===== src/rtl/dvp_emu_pkg.sv =====
// Shared types and constants for the DVP camera emulator: FSM states, test
// pattern encodings and the RGB565 colour-bar table.
package dvp_emu_pkg;

  typedef enum logic [2:0] {
    IDLE,
    VSYNC,
    VBACK,
    ACTIVE,
    VFRONT
  } state_t;

  typedef enum logic [1:0] {
    PAT_RAMP,
    PAT_BARS,
    PAT_LINE,
    PAT_ZERO
  } pattern_t;

  localparam logic [15:0] COLOR_BARS [8] = '{
    16'hFFFF, 16'hFFE0, 16'h07FF, 16'h07E0,
    16'hF81F, 16'hF800, 16'h001F, 16'h0000
  };

  function automatic int line_tp(input int h_active, input int h_blank);
    return 2 * h_active + h_blank;
  endfunction

endpackage


===== src/rtl/dvp_pattern_gen.sv =====
// Combinational test-pattern byte generator; the parent registers the result
// so no combinational path reaches a top-level output.
module dvp_pattern_gen
  import dvp_emu_pkg::*;
#(
  parameter int H_ACTIVE = 640,
  parameter int XW       = 10
) (
  input  pattern_t         pattern_i,
  input  logic [XW-1:0]    x_i,
  input  logic             phase_i,
  input  logic [7:0]       line_i,
  output logic [7:0]       data_o
);

  logic [XW:0]  hpos;
  logic [2:0]   bar;
  logic [15:0]  color;

  // Byte ramp is the raw horizontal counter; phase 0 selects the high byte.
  always_comb begin
    hpos   = {x_i, phase_i};
    bar    = 3'(int'(x_i) / (H_ACTIVE / 8));
    color  = COLOR_BARS[bar];
    data_o = 8'h00;
    case (pattern_i)
      PAT_RAMP: data_o = 8'(hpos);
      PAT_BARS: data_o = phase_i ? color[7:0] : color[15:8];
      PAT_LINE: data_o = line_i;
      default:  data_o = 8'h00;
    endcase
  end

endmodule


===== src/rtl/dvp_cam_emulator.sv =====
// OV7670-style DVP source: divided pixel clock plus vsync/href/data framing,
// all advanced on the pclk falling edge so a receiver samples on the rise.
module dvp_cam_emulator
  import dvp_emu_pkg::*;
#(
  parameter int H_ACTIVE    = 640,
  parameter int H_BLANK     = 144,
  parameter int V_ACTIVE    = 480,
  parameter int VSYNC_LINES = 3,
  parameter int V_BACK      = 17,
  parameter int V_FRONT     = 10,
  parameter int PCLK_HALF   = 2
) (
  input  logic        clk_i,
  input  logic        rst_i,
  input  logic        enable_i,
  input  logic [1:0]  pattern_sel_i,
  output logic        pclk_o,
  output logic        vsync_o,
  output logic        href_o,
  output logic [7:0]  data_o,
  output logic        frame_done_o,
  output logic [15:0] frame_cnt_o
);

  localparam int LINE_TP = line_tp(H_ACTIVE, H_BLANK);
  localparam int HW      = $clog2(LINE_TP);
  localparam int V_MAX_A = (VSYNC_LINES > V_BACK) ? VSYNC_LINES : V_BACK;
  localparam int V_MAX_B = (V_ACTIVE > V_FRONT) ? V_ACTIVE : V_FRONT;
  localparam int V_MAX   = (V_MAX_A > V_MAX_B) ? V_MAX_A : V_MAX_B;
  localparam int VW      = (V_MAX > 1) ? $clog2(V_MAX) : 1;
  localparam int DW      = (PCLK_HALF > 1) ? $clog2(PCLK_HALF) : 1;
  localparam int XW      = $clog2(H_ACTIVE);

  logic [DW-1:0] div_q, div_d;
  logic          pclk_q, pclk_d;
  state_t        state_q, state_d;
  pattern_t      pattern_q, pattern_d;
  logic [HW-1:0] hcnt_q, hcnt_d;
  logic [VW-1:0] vcnt_q, vcnt_d;
  logic          vsync_q, vsync_d;
  logic          href_q, href_d;
  logic [7:0]    data_q, data_d;
  logic          frame_done_q, frame_done_d;
  logic [15:0]   frame_cnt_q, frame_cnt_d;

  logic          div_wrap;
  logic          fall;
  logic          line_end;
  logic          last_line;
  int            lines;
  logic [XW-1:0] pg_x;
  logic [7:0]    pg_line;
  logic [7:0]    pat_byte;

  // Pixel-clock divider and frame position; everything but the divider
  // moves only on a fall event.
  always_comb begin
    div_wrap     = (div_q == DW'(PCLK_HALF - 1));
    div_d        = div_wrap ? '0 : div_q + DW'(1);
    pclk_d       = div_wrap ? ~pclk_q : pclk_q;
    fall         = div_wrap & pclk_q;
    line_end     = (hcnt_q == HW'(LINE_TP - 1));
    case (state_q)
      VSYNC:   lines = VSYNC_LINES;
      VBACK:   lines = V_BACK;
      ACTIVE:  lines = V_ACTIVE;
      default: lines = V_FRONT;
    endcase
    last_line    = (vcnt_q == VW'(lines - 1));
    state_d      = state_q;
    pattern_d    = pattern_q;
    hcnt_d       = hcnt_q;
    vcnt_d       = vcnt_q;
    frame_done_d = 1'b0;
    frame_cnt_d  = frame_cnt_q;
    if (fall) begin
      if (state_q == IDLE) begin
        hcnt_d = '0;
        vcnt_d = '0;
        if (enable_i) begin
          state_d   = VSYNC;
          pattern_d = pattern_t'(pattern_sel_i);
        end
      end else begin
        hcnt_d = line_end ? '0 : hcnt_q + HW'(1);
        if (line_end) begin
          vcnt_d = last_line ? '0 : vcnt_q + VW'(1);
          if (last_line) begin
            case (state_q)
              VSYNC:  state_d = VBACK;
              VBACK:  state_d = ACTIVE;
              ACTIVE: state_d = VFRONT;
              default: begin
                frame_done_d = 1'b1;
                frame_cnt_d  = (frame_cnt_q == 16'hFFFF) ? 16'h0000 : frame_cnt_q + 16'd1;
                if (enable_i) begin
                  state_d   = VSYNC;
                  pattern_d = pattern_t'(pattern_sel_i);
                end else begin
                  state_d = IDLE;
                end
              end
            endcase
          end
        end
      end
    end
  end

  // Outputs are decoded from the next position so they register together
  // with the state on the pclk falling edge.
  always_comb begin
    pg_x    = XW'(hcnt_d >> 1);
    pg_line = 8'(vcnt_d);
    vsync_d = vsync_q;
    href_d  = href_q;
    data_d  = data_q;
    if (fall) begin
      vsync_d = (state_d == VSYNC);
      href_d  = (state_d == ACTIVE) && (hcnt_d < HW'(2 * H_ACTIVE));
      data_d  = href_d ? pat_byte : 8'h00;
    end
  end

  dvp_pattern_gen #(
    .H_ACTIVE (H_ACTIVE),
    .XW       (XW)
  ) u_pattern_gen (
    .pattern_i (pattern_d),
    .x_i       (pg_x),
    .phase_i   (hcnt_d[0]),
    .line_i    (pg_line),
    .data_o    (pat_byte)
  );

  always_ff @(posedge clk_i or posedge rst_i) begin
    if (rst_i) begin
      div_q        <= '0;
      pclk_q       <= 1'b0;
      state_q      <= IDLE;
      pattern_q    <= PAT_RAMP;
      hcnt_q       <= '0;
      vcnt_q       <= '0;
      vsync_q      <= 1'b0;
      href_q       <= 1'b0;
      data_q       <= 8'h00;
      frame_done_q <= 1'b0;
      frame_cnt_q  <= 16'h0000;
    end else begin
      div_q        <= div_d;
      pclk_q       <= pclk_d;
      state_q      <= state_d;
      pattern_q    <= pattern_d;
      hcnt_q       <= hcnt_d;
      vcnt_q       <= vcnt_d;
      vsync_q      <= vsync_d;
      href_q       <= href_d;
      data_q       <= data_d;
      frame_done_q <= frame_done_d;
      frame_cnt_q  <= frame_cnt_d;
    end
  end

  assign pclk_o       = pclk_q;
  assign vsync_o      = vsync_q;
  assign href_o       = href_q;
  assign data_o       = data_q;
  assign frame_done_o = frame_done_q;
  assign frame_cnt_o  = frame_cnt_q;

endmodule


===== config.mk =====
export PLATFORM = sky130hd
export DESIGN_NAME = dvp_cam_emulator
export DESIGN_NICKNAME = d
export VERILOG_FILES = /design/src/rtl/dvp_emu_pkg.sv /design/src/rtl/dvp_pattern_gen.sv /design/src/rtl/dvp_cam_emulator.sv
export SDC_FILE = /design/constraint.sdc
export NUM_CORES = 1
export LEC_CHECK = 0
export BUFFER_PORTS_ARGS = -buffer_cell sky130_fd_sc_hd__buf_2
export CAP_MARGIN = 20
export CORE_MARGIN = 8
export CORE_UTILIZATION = 35
export DETAILED_ROUTE_END_ITERATION = 16
export MAX_ROUTING_LAYER = met4
export PLACE_DENSITY = 0.63
export SLEW_MARGIN = 20
export SYNTH_ARGS = -nofsm -noshare
export SYNTH_HDL_FRONTEND = slang
export SYNTH_SLANG_ARGS = --single-unit

===== constraint.sdc =====
create_clock -name clk_i -period 4.4 [get_ports clk_i]
set_clock_uncertainty 0.1 [all_clocks]
set_input_delay 0.88 -clock clk_i [delete_from_list [all_inputs] [get_ports clk_i]]
set_output_delay 0.88 -clock clk_i [all_outputs]
set_load 0.02 [all_outputs]

==> results.tsv <==
stage	metric	value	unit
run_status	status	finished, final reports clean	
worst_setup_path	cp_max_fo	11	
clock_tree	clockRootBuffer	clkbuf_8	
clock_tree	cts_tree	done	
floorplan	rows	36	
clock_tree	cts_hold_buf	0	
clock_tree	clock-sinks	54	
floorplan	ios	33	
synthesis	synth_seq_cells	54	
worst_setup_path	critical_path_class	reg -> reg	
synthesis	synth-main-ff-cell	dfrtp_1	
clock_tree	insertion_delay	310	ps
placement	gp_congestion	0.882	
placement	placed_area	3800	µm²
floorplan	fp.dieH	116	µm
sta	fmax	0.244	GHz
route	ant_nets	0	
route	met2_length	4020	µm
route	wl_met1	4530	µm
sta	fin_crit_sh	93.1	%
floorplan	core_area	9730	µm²
clock_tree	cts_buffers	5	
cells_and_area	fillerInstances	1029	
synthesis	ys_async_sr_fraction	100	%
power	pwr-share-comb	13.4	%
synthesis	syn-num-nets	423	
synthesis	netlist-cell-type-count	60	
synthesis	syn_area_per_cell	8.48	µm²
route	drtIter0Drc	178	
power	peakVddDrop	0.113	mV
route	wirelength	9200	µm
worst_hold_path	hp-class	reg -> reg	
cells_and_area	fin_area	3890	µm²
synthesis	yosysTopAreaCellShare	38.6	%
sta	period_minus_slack	4100	ps
sta	rsz0062_at_grt	no	
worst_hold_path	holdPathStages	1	
global_routing	grt_pass1_wl	15400	µm
cells_and_area	synthToLayoutAreaGrowth	11.1	%
synthesis	synthCells	413	
cells_and_area	final_cell_mix	dfrtp_1 (54), nand2_1 (50), nor2_1 (36), buf_2 (32), o21ai_0 (24)	
floorplan	dieArea	13500	µm²
synthesis	ys_warn_count	0	
synthesis	yosysSeqAreaShare	38.6	%
route	dr.max_layer_used	met4	
worst_setup_path	endpoint_kind	register	
cells_and_area	fin_nets	452	
global_routing	grt_usage	14.7	%
synthesis	synth_edf_count	0	
cells_and_area	antennaDiodeCount	0	
route	drc	0	
sta	tightest_slew	829	ps
power	power.internal	0.675	mW
clock_tree	clk_pin_slew	100	ps
sta	slew_viol_final	0	
sta	setup_tns	0	ps
cells_and_area	drive_gt1_share	13.3	%
cells_and_area	layout_commonest_cell	dfrtp_1	
power	power_leakage	1.78	nW
global_routing	grt_pass1_vias	3038	
placement	port_buffers	32	
sta	finalSetupViolCount	0	
route	wl_per_cell	16.0	µm
power	p_per_area	244	nW/µm²
power	pwr-share-clk	29.2	%
power	sequentialPowerShare	57.4	%
worst_setup_path	cp.arrival	4230	ps
synthesis	yosys.area.top_type	dfrtp_1	
run	maxCapViolCount	0	
clock_tree	clock_path_buffers	2	
route	firstDrtPassIters	4	
synthesis	yosys-top-cells-area	dfrtp_1 (39%), nand2_1 (5.4%), nor2_1 (3.9%), xnor2_1 (3.5%), o21ai_0 (3.4%)	
route	wl_met3	474	µm
clock_tree	post-cts-setup-buffers	0	
global_routing	grt_max_degree	31	
synthesis	mappedNetlistArea	3500	µm²
power	power_switching	0.275	mW
global_routing	grt-ovfl-total	0	
clock_tree	htreeDepth	2	
floorplan	initial_core_util	36.0	%
route	vias_per_cell	5.60	
placement	dp_hpwl	6950	µm
sta	hold_viol	0	
floorplan	dieWidth	116	µm
worst_setup_path	crit_required	4540	ps
sta	slew_headroom	44.3	%
worst_setup_path	worstSetupStartpointType	register	
power	sw_frac_of_total	28.9	%
global_routing	antenna_found_initial	0	
worst_setup_path	r2r_cells	12	
route	num_vias	3223	
-- power by group through the flow --
stage / sequential, mW / combinational [mW] / clock, mW
2_1_floorplan: 0.544 / 0.0913 / 0
3_3_place_gp: 0.553 / 0.125 / 0
3_5_place_dp: 0.553 / 0.127 / 0
4_1_cts: 0.544 / 0.128 / 0.292
5_1_grt: 0.550 / 0.142 / 0.309
6_report: 0.545 / 0.127 / 0.278
-- kinds of logic (layout without fill, tap and decap cells) --
group,count (synthesis),count (layout),share of synthesized area [%]
multiplexers,4,4,1.18
AND/OR/NAND/NOR,183,183,26.5
buffers and inverters,35,65,4.11
XOR/XNOR,26,26,6.50
AO/OA/AOI/OAI,106,106,21.3
flip-flops,54,54,38.6
adder cells (fa/ha/maj),5,5,1.79
-- flip-flops by register name (all words and copies together) (netlist names), 2 cells and up --
| signal | flops |
|---|---|
| data_o | 8 |
| frame_cnt_o | 16 |
| hcnt_q | 11 |
| pattern_q | 2 |
| state_q | 3 |
| vcnt_q | 9 |
-- critical path, cell delays in order (launching register included) --
cell       delay [ps]
dfrtp_1           470
or4b_4            600
or4_4             540
a21oi_4           290
a21oi_2           120
ha_1              360
nand2b_1          180
a21oi_1           120
a2111oi_0          90
or3_1             400
a211oi_1          400
a21oi_1           180
o21ai_0           190
-- layer usage --
metal	vias up	GRT usage (%)
met3	13	3.28
met1	1554	19.8
li1	1565	-
met2	91	21.2
met4	0	4.49
met5	-	-
-- worst paths after layout --
| path | from | endpoint | slack, ps |
|---|---|---|---|
| hold / removal | frame_cnt_o[14] | frame_cnt_o[14] | 390 |
| hold reg to reg | frame_cnt_o[14] | frame_cnt_o[14] | 390 |
| max in group asynchronous | rst_i | div_q | 2880 |
| setup / recovery | hcnt_q[4] | data_o[5] | 300 |
| min in group asynchronous | rst_i | frame_cnt_o[12] | 530 |
| setup reg to reg | hcnt_q[4] | data_o[5] | 300 |
-- cells in the mapped netlist (6+ instances only) --
library cell  number
xor2_1            12
xnor2_1           14
dfrtp_1           54
nand4_1            9
and2_1             6
inv_1             17
nor4_1             9
nor2_1            36
nor3_1            20
clkbuf_1          11
and3_1            14
o21a_1             7
nand2_1           50
nand3_1           16
a21oi_1           19
o21ai_0           24
-- cell type report --
class                      instances  area [µm²]  area share, %
inverter                          19        71.3           1.83
clock buffer                       5        68.8           1.77
clock inverter                     3        18.8          0.482
multi-input combinational        324        2010           51.6
sequential                        54        1350           34.7
tap                              133         166           4.28
timing repair buffer              38         205           5.28
-- what timing repair did --
action	in CTS	in global routing
endpoints found under the setup margin	0	3
resized for setup	0	1
endpoints found under the hold margin	0	0
-- stage by stage --
stage	hold slack (ps)	util [%]	power [mW]	std cells	setup slack (ps)
after floorplan	360	-	0.635	413	796
after global placement	363	39.1	0.678	568	365
after detailed placement	365	39.1	0.680	568	241
after CTS	391	40.0	0.964	576	227
after global routing	424	40.0	1.00	576	24.3
final	389	40.0	0.950	576	303
Power figures use the tool's default switching activity.
